==> config.mk <==
export PLATFORM = sky130hd
export DESIGN_NAME = activation_axis
export DESIGN_NICKNAME = d
export VERILOG_FILES = /design/src/rtl/activation_axis.sv
export SDC_FILE = /design/constraint.sdc
export NUM_CORES = 2
export LEC_CHECK = 0
export CAP_MARGIN = 20
export CORE_AREA = 2 2 436 481
export CTS_CLUSTER_SIZE = 24
export DETAILED_ROUTE_END_ITERATION = 12
export DIE_AREA = 0 0 438 483
export PLACE_DENSITY = 0.58
export SLEW_MARGIN = 20
export SYNTH_ARGS = -nofsm -noshare
export SYNTH_HDL_FRONTEND = slang
export SYNTH_SLANG_ARGS = --single-unit
==> constraint.sdc <==
create_clock -name clk -period 9.7 [get_ports clk]
set_clock_uncertainty 0.05 [all_clocks]
set_input_delay 1.94 -clock clk [delete_from_list [all_inputs] [get_ports clk]]
set_output_delay 1.94 -clock clk [all_outputs]
set_load 0.1 [all_outputs]
==> src/rtl/activation_axis.sv <==
// Per-lane activation (pass/ReLU/leaky/clip) on an AXI4-Stream path.
// Datapath: one result register, a beat FIFO, then a registered output slot.
module activation_axis #(
  parameter int unsigned SUB_ELEMENT_WIDTH = 8,
  parameter int unsigned NUM_SUB_ELEMENTS  = 4,
  parameter int unsigned NUM_PLATES        = 3,
  parameter int unsigned C_AXIS_FIFO_DEPTH = 16,
  parameter int unsigned LEAK_SHIFT        = 3,
  localparam int unsigned C_AXIS_TDATA_WIDTH = SUB_ELEMENT_WIDTH * NUM_SUB_ELEMENTS * NUM_PLATES
) (
  input  logic                                 clk,
  input  logic                                 resetn,
  input  logic [1:0]                           mode,
  input  logic signed [SUB_ELEMENT_WIDTH-1:0]  clip_value,
  input  logic                                 s00_axis_tvalid,
  output logic                                 s00_axis_tready,
  input  logic [C_AXIS_TDATA_WIDTH-1:0]        s00_axis_tdata,
  input  logic [C_AXIS_TDATA_WIDTH/8-1:0]      s00_axis_tstrb,
  input  logic                                 s00_axis_tlast,
  input  logic                                 s00_axis_tuser,
  output logic                                 m00_axis_tvalid,
  input  logic                                 m00_axis_tready,
  output logic [C_AXIS_TDATA_WIDTH-1:0]        m00_axis_tdata,
  output logic [C_AXIS_TDATA_WIDTH/8-1:0]      m00_axis_tstrb,
  output logic                                 m00_axis_tlast,
  output logic                                 m00_axis_tuser,
  output logic [15:0]                          frame_count,
  output logic                                 frame_err
);

  localparam int unsigned W         = C_AXIS_TDATA_WIDTH;
  localparam int unsigned SW        = W / 8;
  localparam int unsigned SEW       = SUB_ELEMENT_WIDTH;
  localparam int unsigned LANES     = NUM_SUB_ELEMENTS * NUM_PLATES;
  localparam int unsigned BW        = W + SW + 2;
  localparam int unsigned PTR_W     = $clog2(C_AXIS_FIFO_DEPTH);
  localparam int unsigned CNT_W     = PTR_W + 1;
  localparam int unsigned CMP_W     = CNT_W + 1;
  localparam int unsigned READY_MAX = C_AXIS_FIFO_DEPTH - 2;

  localparam logic [0:0] ST_IDLE     = 1'b0;
  localparam logic [0:0] ST_IN_FRAME = 1'b1;

  logic                  accept_c;
  logic [1:0]            mode_q;
  logic signed [SEW-1:0] clip_q;
  logic [1:0]            eff_mode_c;
  logic signed [SEW-1:0] eff_clip_c;
  logic [W-1:0]          act_data_c;
  logic [0:0]            state_q;
  logic [0:0]            state_next_c;
  logic                  err_next_c;
  logic                  pipe_valid;
  logic [BW-1:0]         pipe_beat;
  logic [BW-1:0]         mem [C_AXIS_FIFO_DEPTH];
  logic [PTR_W-1:0]      wr_ptr;
  logic [PTR_W-1:0]      rd_ptr;
  logic [CNT_W-1:0]      fifo_cnt;
  logic [CNT_W-1:0]      cnt_next_c;
  logic                  push_c;
  logic                  pop_c;
  logic                  ready_next_c;

  function automatic logic [SEW-1:0] act_lane(input logic signed [SEW-1:0] x,
                                              input logic [1:0]            m,
                                              input logic signed [SEW-1:0] c);
    logic [SEW-1:0] r;
    r = x;
    case (m)
      2'd1: r = x[SEW-1] ? '0 : x;
      2'd2: r = x[SEW-1] ? SEW'(x >>> LEAK_SHIFT) : x;
      2'd3: begin
        if (x[SEW-1] || c[SEW-1]) r = '0;
        else if (x > c)           r = c;
        else                      r = x;
      end
      default: r = x;
    endcase
    return r;
  endfunction

  assign accept_c = s00_axis_tvalid & s00_axis_tready;

  // A start-of-frame beat uses the mode presented with it; others use the latched one
  always_comb begin
    eff_mode_c = s00_axis_tuser ? mode : mode_q;
    eff_clip_c = s00_axis_tuser ? clip_value : clip_q;
    act_data_c = '0;
    for (int unsigned i = 0; i < LANES; i++) begin
      act_data_c[i*SEW +: SEW] = act_lane(s00_axis_tdata[i*SEW +: SEW], eff_mode_c, eff_clip_c);
    end
  end

  always_comb begin
    state_next_c = state_q;
    err_next_c   = frame_err;
    if (accept_c) begin
      if (s00_axis_tuser) begin
        if (state_q == ST_IN_FRAME) err_next_c = 1'b1;
        state_next_c = s00_axis_tlast ? ST_IDLE : ST_IN_FRAME;
      end else begin
        if (state_q == ST_IDLE) err_next_c = 1'b1;
        if (s00_axis_tlast) state_next_c = ST_IDLE;
      end
    end
  end

  always_ff @(posedge clk or negedge resetn) begin
    if (!resetn) begin
      state_q   <= ST_IDLE;
      frame_err <= 1'b0;
      mode_q    <= 2'd1;
      clip_q    <= '0;
    end else begin
      state_q   <= state_next_c;
      frame_err <= err_next_c;
      if (accept_c && s00_axis_tuser) begin
        mode_q <= mode;
        clip_q <= clip_value;
      end
    end
  end

  // Ready counts FIFO + result register; output slot sits outside that budget
  always_comb begin
    push_c       = pipe_valid;
    pop_c        = (fifo_cnt != '0) && (!m00_axis_tvalid || m00_axis_tready);
    cnt_next_c   = fifo_cnt + CNT_W'(push_c) - CNT_W'(pop_c);
    ready_next_c = ({1'b0, cnt_next_c} + CMP_W'(accept_c)) <= CMP_W'(READY_MAX);
  end

  always_ff @(posedge clk or negedge resetn) begin
    if (!resetn) begin
      pipe_valid      <= 1'b0;
      pipe_beat       <= '0;
      wr_ptr          <= '0;
      rd_ptr          <= '0;
      fifo_cnt        <= '0;
      s00_axis_tready <= 1'b0;
    end else begin
      pipe_valid      <= accept_c;
      if (accept_c) pipe_beat <= {s00_axis_tuser, s00_axis_tlast, s00_axis_tstrb, act_data_c};
      if (push_c) wr_ptr <= wr_ptr + PTR_W'(1);
      if (pop_c)  rd_ptr <= rd_ptr + PTR_W'(1);
      fifo_cnt        <= cnt_next_c;
      s00_axis_tready <= ready_next_c;
    end
  end

  always_ff @(posedge clk) begin
    if (push_c) mem[wr_ptr] <= pipe_beat;
  end

  always_ff @(posedge clk or negedge resetn) begin
    if (!resetn) begin
      m00_axis_tvalid <= 1'b0;
      m00_axis_tdata  <= '0;
      m00_axis_tstrb  <= '0;
      m00_axis_tlast  <= 1'b0;
      m00_axis_tuser  <= 1'b0;
      frame_count     <= '0;
    end else begin
      if (pop_c) begin
        m00_axis_tvalid <= 1'b1;
        {m00_axis_tuser, m00_axis_tlast, m00_axis_tstrb, m00_axis_tdata} <= mem[rd_ptr];
      end else if (m00_axis_tready) begin
        m00_axis_tvalid <= 1'b0;
      end
      if (m00_axis_tvalid && m00_axis_tready && m00_axis_tlast) frame_count <= frame_count + 16'd1;
    end
  end

endmodule

Yosys cells after proc, flatten, opt, wreduce, memory -nomap -nowiden
Memory sizes are Yosys's and may differ from the RTL's. A register that Yosys moved wholly into a read port is not among the register bits.
Index checks and enable logic that the tools add are counted.
{"block": "totals", "input_bits": 124, "register_bits": 154, "word_cells": 134, "memories": 1, "ram_bits": 1760, "out_inout_bits": 129}
{"block": "op_classes", "eq_ne": 5, "n_lt_le_gt_ge": 13, "n_addsub": 6, "n_bitwise": 1, "reduce_logical": 24, "mux": 72}
{"memory": "mem", "words": 16, "word_bits": 110, "read_ports": 1, "rd_clocked_by_memory_dff": 1, "write_ports": 1, "line": "55", "text": "logic [BW-1:0] mem [C_AXIS_FIFO_DEPTH];"}
{"cell": "$mux W8", "count": 37}
{"cell": "$pmux W8 S3", "count": 12}
{"cell": "$gt A8 B8 Y1", "count": 12}
{"cell": "$mux W7", "count": 12}
{"cell": "$add A16 B1 Y16 const B", "count": 1}
{"cell": "$logic_or A1 B1 Y1", "count": 13}
{"cell": "$mux W1", "count": 10}
{"cell": "$add A4 B1 Y4 const B", "count": 2}
{"cell": "$add A5 B1 Y6", "count": 1}
{"cell": "$le A6 B4 Y1 const B", "count": 1}
{"cell": "$add A5 B1 Y5", "count": 1}
{"cell": "$reduce_bool A5 Y1", "count": 1}
{"cell": "$sub A5 B1 Y5", "count": 1}
{"cell": "$eq A2 B2 Y1 const B", "count": 2}
{"cell": "$logic_and A1 B1 Y1", "count": 4}
{"cell": "$reduce_bool A2 Y1", "count": 2}
{"cell": "$reduce_and A3 Y1", "count": 1}
{"cell": "$eq A2 B1 Y1 const B", "count": 1}
{"cell": "$logic_not A1 Y1", "count": 2}
{"cell": "$mux W2", "count": 1}
{"cell": "$ne A2 B1 Y1 const B", "count": 1}
{"cell": "$ne A2 B2 Y1 const B", "count": 1}
{"cell": "$reduce_and A2 Y1", "count": 1}
{"cell": "$and A1 B1 Y1", "count": 1}

Longest topological paths before layout
{"block": "depth", "ltp_word": 6, "depth_mapped": 17, "ltp_nobuf": 17}

Worst setup path before layout
Ideal clock, no wire load.
{"block": "synth_timing", "kind": "register -> register", "startpoint": "reg pipe_valid", "endpoint": "mem mem[11][0] (netlist bit) (enable)", "setup_slack_ns": 0.117, "path_buffers": 1, "setup_ns": 0.736, "required_ns": 8.914, "path_stages_with_launch": 4, "synth_period_minus_slack_ns": 9.583, "t_arrival_ns": 8.796, "path_cell_list": "dfrtp_1 -> clkbuf_1 -> nand2_1 -> nor3b_1"}
{"block": "synth_between", "elab_chain_len": 2}
{"element": "from (decl)", "line": "53", "text": "logic pipe_valid;"}
{"element": "from (signal assigned)", "line": "141", "text": "pipe_valid <= accept_c;"}
{"element": "$mux W1", "line": "151", "text": "if (push_c) mem[wr_ptr] <= pipe_beat;"}
{"element": "$mux W1 (implied by the code)", "line": "151"}
{"element": "to (decl)", "line": "55"}
Every way passes these cells.

Worst setup path after layout
{"block": "layout_timing", "startpoint": "in s00_axis_tuser", "endpoint": "reg pipe_beat[60]"}
{"block": "layout_between", "elab_chain_len": 5, "elab_cells_between_ends": 10, "classes_between": "order compare (1); eq/ne (3); mux (5); reduce/logical (1)"}
{"element": "from (decl)", "line": "20", "text": "input logic s00_axis_tuser,"}
{"element": "$mux W8", "line": "87", "text": "eff_clip_c = s00_axis_tuser ? clip_value : clip_q;"}
{"element": "$gt A8 B8 Y1", "line": "74", "text": "else if (x > c) r = c;"}
{"element": "$mux W8", "line": "74"}
{"element": "$mux W8", "line": "73", "text": "if (x[SEW-1] || c[SEW-1]) r = '0;"}
{"element": "$pmux W8 S3 *", "line": "69", "text": "case (m)"}
{"element": "to (signal assigned)", "line": "142", "text": "if (accept_c) pipe_beat <= {s00_axis_tuser, s00_axis_tlast, s00_axis_tstrb, act_data_c};"}
{"element": "to (decl)", "line": "54", "text": "logic [BW-1:0] pipe_beat;"}
Every way passes the cells marked *; elsewhere a longest branch is shown, timed or not.
A chain may end at the register's enable or synchronous reset.

==> impl_metrics.json <==
{
  "die_x_um": 438,
  "synth_fa_ha_area_share_pct": 1.88,
  "setup_viol": 0,
  "crit_path_start_kind": "input port",
  "clock_latency_ns": 0.85,
  "layout.cells.most_common_list": "1760 x edfxtp_1, 440 x mux4_2, 259 x dfrtp_1, 255 x a21oi_1, 249 x clkdlybuf4s50_1",
  "crit_buf_inv": 2,
  "worstPathCellList": "buf_2 > mux2i_4 > inv_1 > ha_1 > nand2_1 > nor2_1 > a221oi_1 > a31oi_1 > mux2_2 > a21o_1",
  "cts_tree": "done",
  "routed-via-count": 43700,
  "avgSynthCellArea_sq_um": 18.6,
  "cts_buffer_depth": 3,
  "coreArea_sq_um": 206000,
  "grt_pass1_wl_mm": 318,
  "p_leak_nw": 31.3,
  "cts.sinks": 2024,
  "cp-startpoint": "s00_axis_tuser",
  "cp_data_required_time_ns": 10.37,
  "synth_xor_area_share_pct": 0.277,
  "crit_path_max_fanout": 17,
  "avgRoutedWirePerCell_um": 28.5,
  "cts_made_buffers": 196,
  "r2r-start": "fifo_cnt[2]",
  "dieArea_sq_um": 212000,
  "arrival_ns": 5.99,
  "async_reset_ff_share_pct": 13.0,
  "port_buffers": 252,
  "antenna_found_initial": 58,
  "slowest_delay_ns": 0.82,
  "grtUsageTotal_pct": 20.7,
  "clockPowerShare_pct": 25.6,
  "rsz0062_at_grt": "no",
  "firstDrtPassIters": 6,
  "power_density_nw_per_um2": 317,
  "seq_area_frac_synth_pct": 72.3,
  "cpMaxStageDelayCell": "a31oi_1",
  "cap_violations": 0,
  "drt_iter0_drc": 4115,
  "yosys.area_share.simple_pct": 3.36,
  "hold_path.startpoint": "frame_count[15]",
  "dp_hpwl_mm": 124,
  "ys.flop_type": "edfxtp_1",
  "worstMarginPinSlew_ns": 1.11,
  "final_common_cell": "edfxtp_1",
  "swShare_pct": 35.1,
  "io_pins": 253,
  "synth_top_area_share_pct": 64.2,
  "status": "finished clean",
  "htree_levels": 4,
  "synthCells": 4433,
  "rows": 175,
  "clockRootBuffer": "clkbuf_16",
  "critPathKind": "in2reg",
  "grt_max_degree": 142,
  "fin_crit_sh_pct": 54.8,
  "post-cts-setup-buffer-count": 0,
  "antenna_left": 0,
  "drcViolationCount": 0,
  "ys_seq_elements": 2024,
  "maxSlewViolCount": 0,
  "fin_crit_ns": 5.32,
  "slew-limit-headroom_pct": 25.6,
  "nets": 4958,
  "hold_slack_ns": 0.430,
  "ctsHoldBuffers": 0,
  "synth_cell_types": 64,
  "dieHeight_um": 483,
  "synthesis.nets": 4680,
  "fmax_ghz": 0.188,
  "irDropWorstVdd_uv": 281,
  "finalHoldViolCount": 0,
  "grt_remaining_overflow": 0,
  "hp-class": "reg2reg",
  "intPower_mw": 19.4,
  "gp_congestion": 0.873,
  "path_clk_slew_ns": 0.06,
  "seqPwrFrac_pct": 44.6,
  "finalWirelength_mm": 219,
  "grt_pass1_vias": 45100,
  "setup_tns_ns": 0,
  "syn_to_final_growth_pct": 14.7,
  "post_cts_resized": 0,
  "synth_area_leaders": "edfxtp_1 64%, mux4_2 12%, dfrtp_1 8.0%",
  "synthesis.area_sq_um": 82300,
  "synth-edff-count": 1760,
  "muxShareOfSynthArea_pct": 15.1,
  "crit_family": "buffers and inverters",
  "p_switching_mw": 10.5,
  "synth_top_cell_by_area": "edfxtp_1",
  "start_util_pct": 39.9,
  "yosysWarningCount": 0,
  "avgViaCountPerCell": 5.70,
  "synth_top_family_by_area": "multiplexers",
  "synth_compound_area_share_pct": 5.28,
  "power_frac_comb_pct": 29.8,
  "cp-end-kind": "flop",
  "layout-drive-gt1-share_pct": 18.6
}
==> cells by family (layout without fill, tap and decap cells) <==
family                   count (synthesis)  count (layout)
XOR/XNOR                                26              26
AO/OA/AOI/OAI                          720             720
buffers and inverters                  301             749
AND/OR/NAND/NOR                        549             549
multiplexers                           690             690
flip-flops                            2024            2024
adder cells (fa/ha/maj)                123             123
other                                    0              38
==> layer usage <==
layer | up-vias | GRT usage [%] | share of wire, %
met1 | 23300 | 26.4 | 40
met2 | 1321 | 35.2 | 51
met4 | 6 | 8.62 | 3.5
met5 | - | 0 | 0.016
met3 | 349 | 3.01 | 5.3
li1 | 18700 | - | -
==> metrics by stage <==
step	std cells	setup WS (ns)	power (mW)	area, sq um	util [%]
global route	7649	4.19	31.3	94400	45.8
finish	7662	4.38	29.9	94400	45.8
floorplan	4433	0.117	19.6	82300	-
global placement	7256	3.55	22.4	87800	42.6
detailed placement	7256	3.52	22.6	87800	42.6
CTS	7624	4.42	30.2	94300	45.7
==> area by class of cell <==
type	count	area (sq um)
Antenna cell	38	95.1
Tap cell	2743	3430
Fill cell	17600	112000
Timing Repair Buffer	325	3170
Sequential cell	2024	59500
Clock buffer	278	5510
Clock inverter	90	1010
Multi-Input combinational cell	2108	21500
Inverter	56	215
==> power by group through the flow <==
stage / registers (mW) / logic (mW) / clock network, mW
2_1_floorplan: 14.3 / 5.33 / 0
3_3_place_gp: 13.4 / 8.98 / 0
3_5_place_dp: 13.5 / 9.05 / 0
4_1_cts: 13.4 / 9.07 / 7.82
5_1_grt: 13.5 / 9.60 / 8.15
6_report: 13.3 / 8.93 / 7.67
==> cells in the mapped netlist (5+ instances only) <==
master,instances
nand4_1,6
clkbuf_1,93
mux2_2,23
o31a_1,6
and2_1,24
ha_1,122
a211oi_1,12
o211ai_1,13
xnor2_1,19
buf_4,23
and3_1,24
o22ai_1,85
nor4_1,20
mux4_2,440
nand3_1,29
buf_1,31
nor2b_1,9
a21oi_2,8
dfrtp_1,263
nor4bb_1,12
buf_6,24
o21ai_1,46
a21o_1,23
o211a_1,6
or4_1,5
and4_1,12
nor3_1,26
xor2_1,7
or3_1,28
a221oi_1,11
inv_1,51
a31oi_1,39
edfxtp_1,1760
and4bb_2,12
o221a_2,9
nand2b_1,8
nand2_1,160
nor2_1,160
o31ai_1,12
o2111ai_1,9
mux2i_1,225
a21oi_1,255
o21ai_0,160
buf_2,74
o32a_1,12
==> flip-flops by register name, indices dropped and copies added (netlist names) <==
| signal | flops |
|---|---|
| m00_axis_tvalid | 1 |
| mode_q | 2 |
| m00_axis_tlast | 1 |
| m00_axis_tuser | 1 |
| wr_ptr | 4 |
| m00_axis_tstrb | 12 |
| m00_axis_tdata | 96 |
| frame_count | 16 |
| pipe_beat | 110 |
| s00_axis_tready | 1 |
| clip_q | 8 |
| mem | 1760 |
| fifo_cnt | 5 |
| frame_err | 1 |
| rd_ptr | 4 |
| state_q | 1 |
| pipe_valid | 1 |
==> worst paths after layout <==
path | to | slack (ns) | cells past startpoint
setup / recovery | pipe_beat[60] | 4.38 | 10
hold / removal | frame_count[15] | 0.43 | 1
setup reg to reg | m00_axis_tdata[78] | 5.45 | 11
hold reg to reg | frame_count[15] | 0.43 | 1
max in group asynchronous | m00_axis_tdata[50] | 7.01 | 2
min in group asynchronous | m00_axis_tstrb[7] | 1.00 | 1
Power figures use the tool's default switching activity.
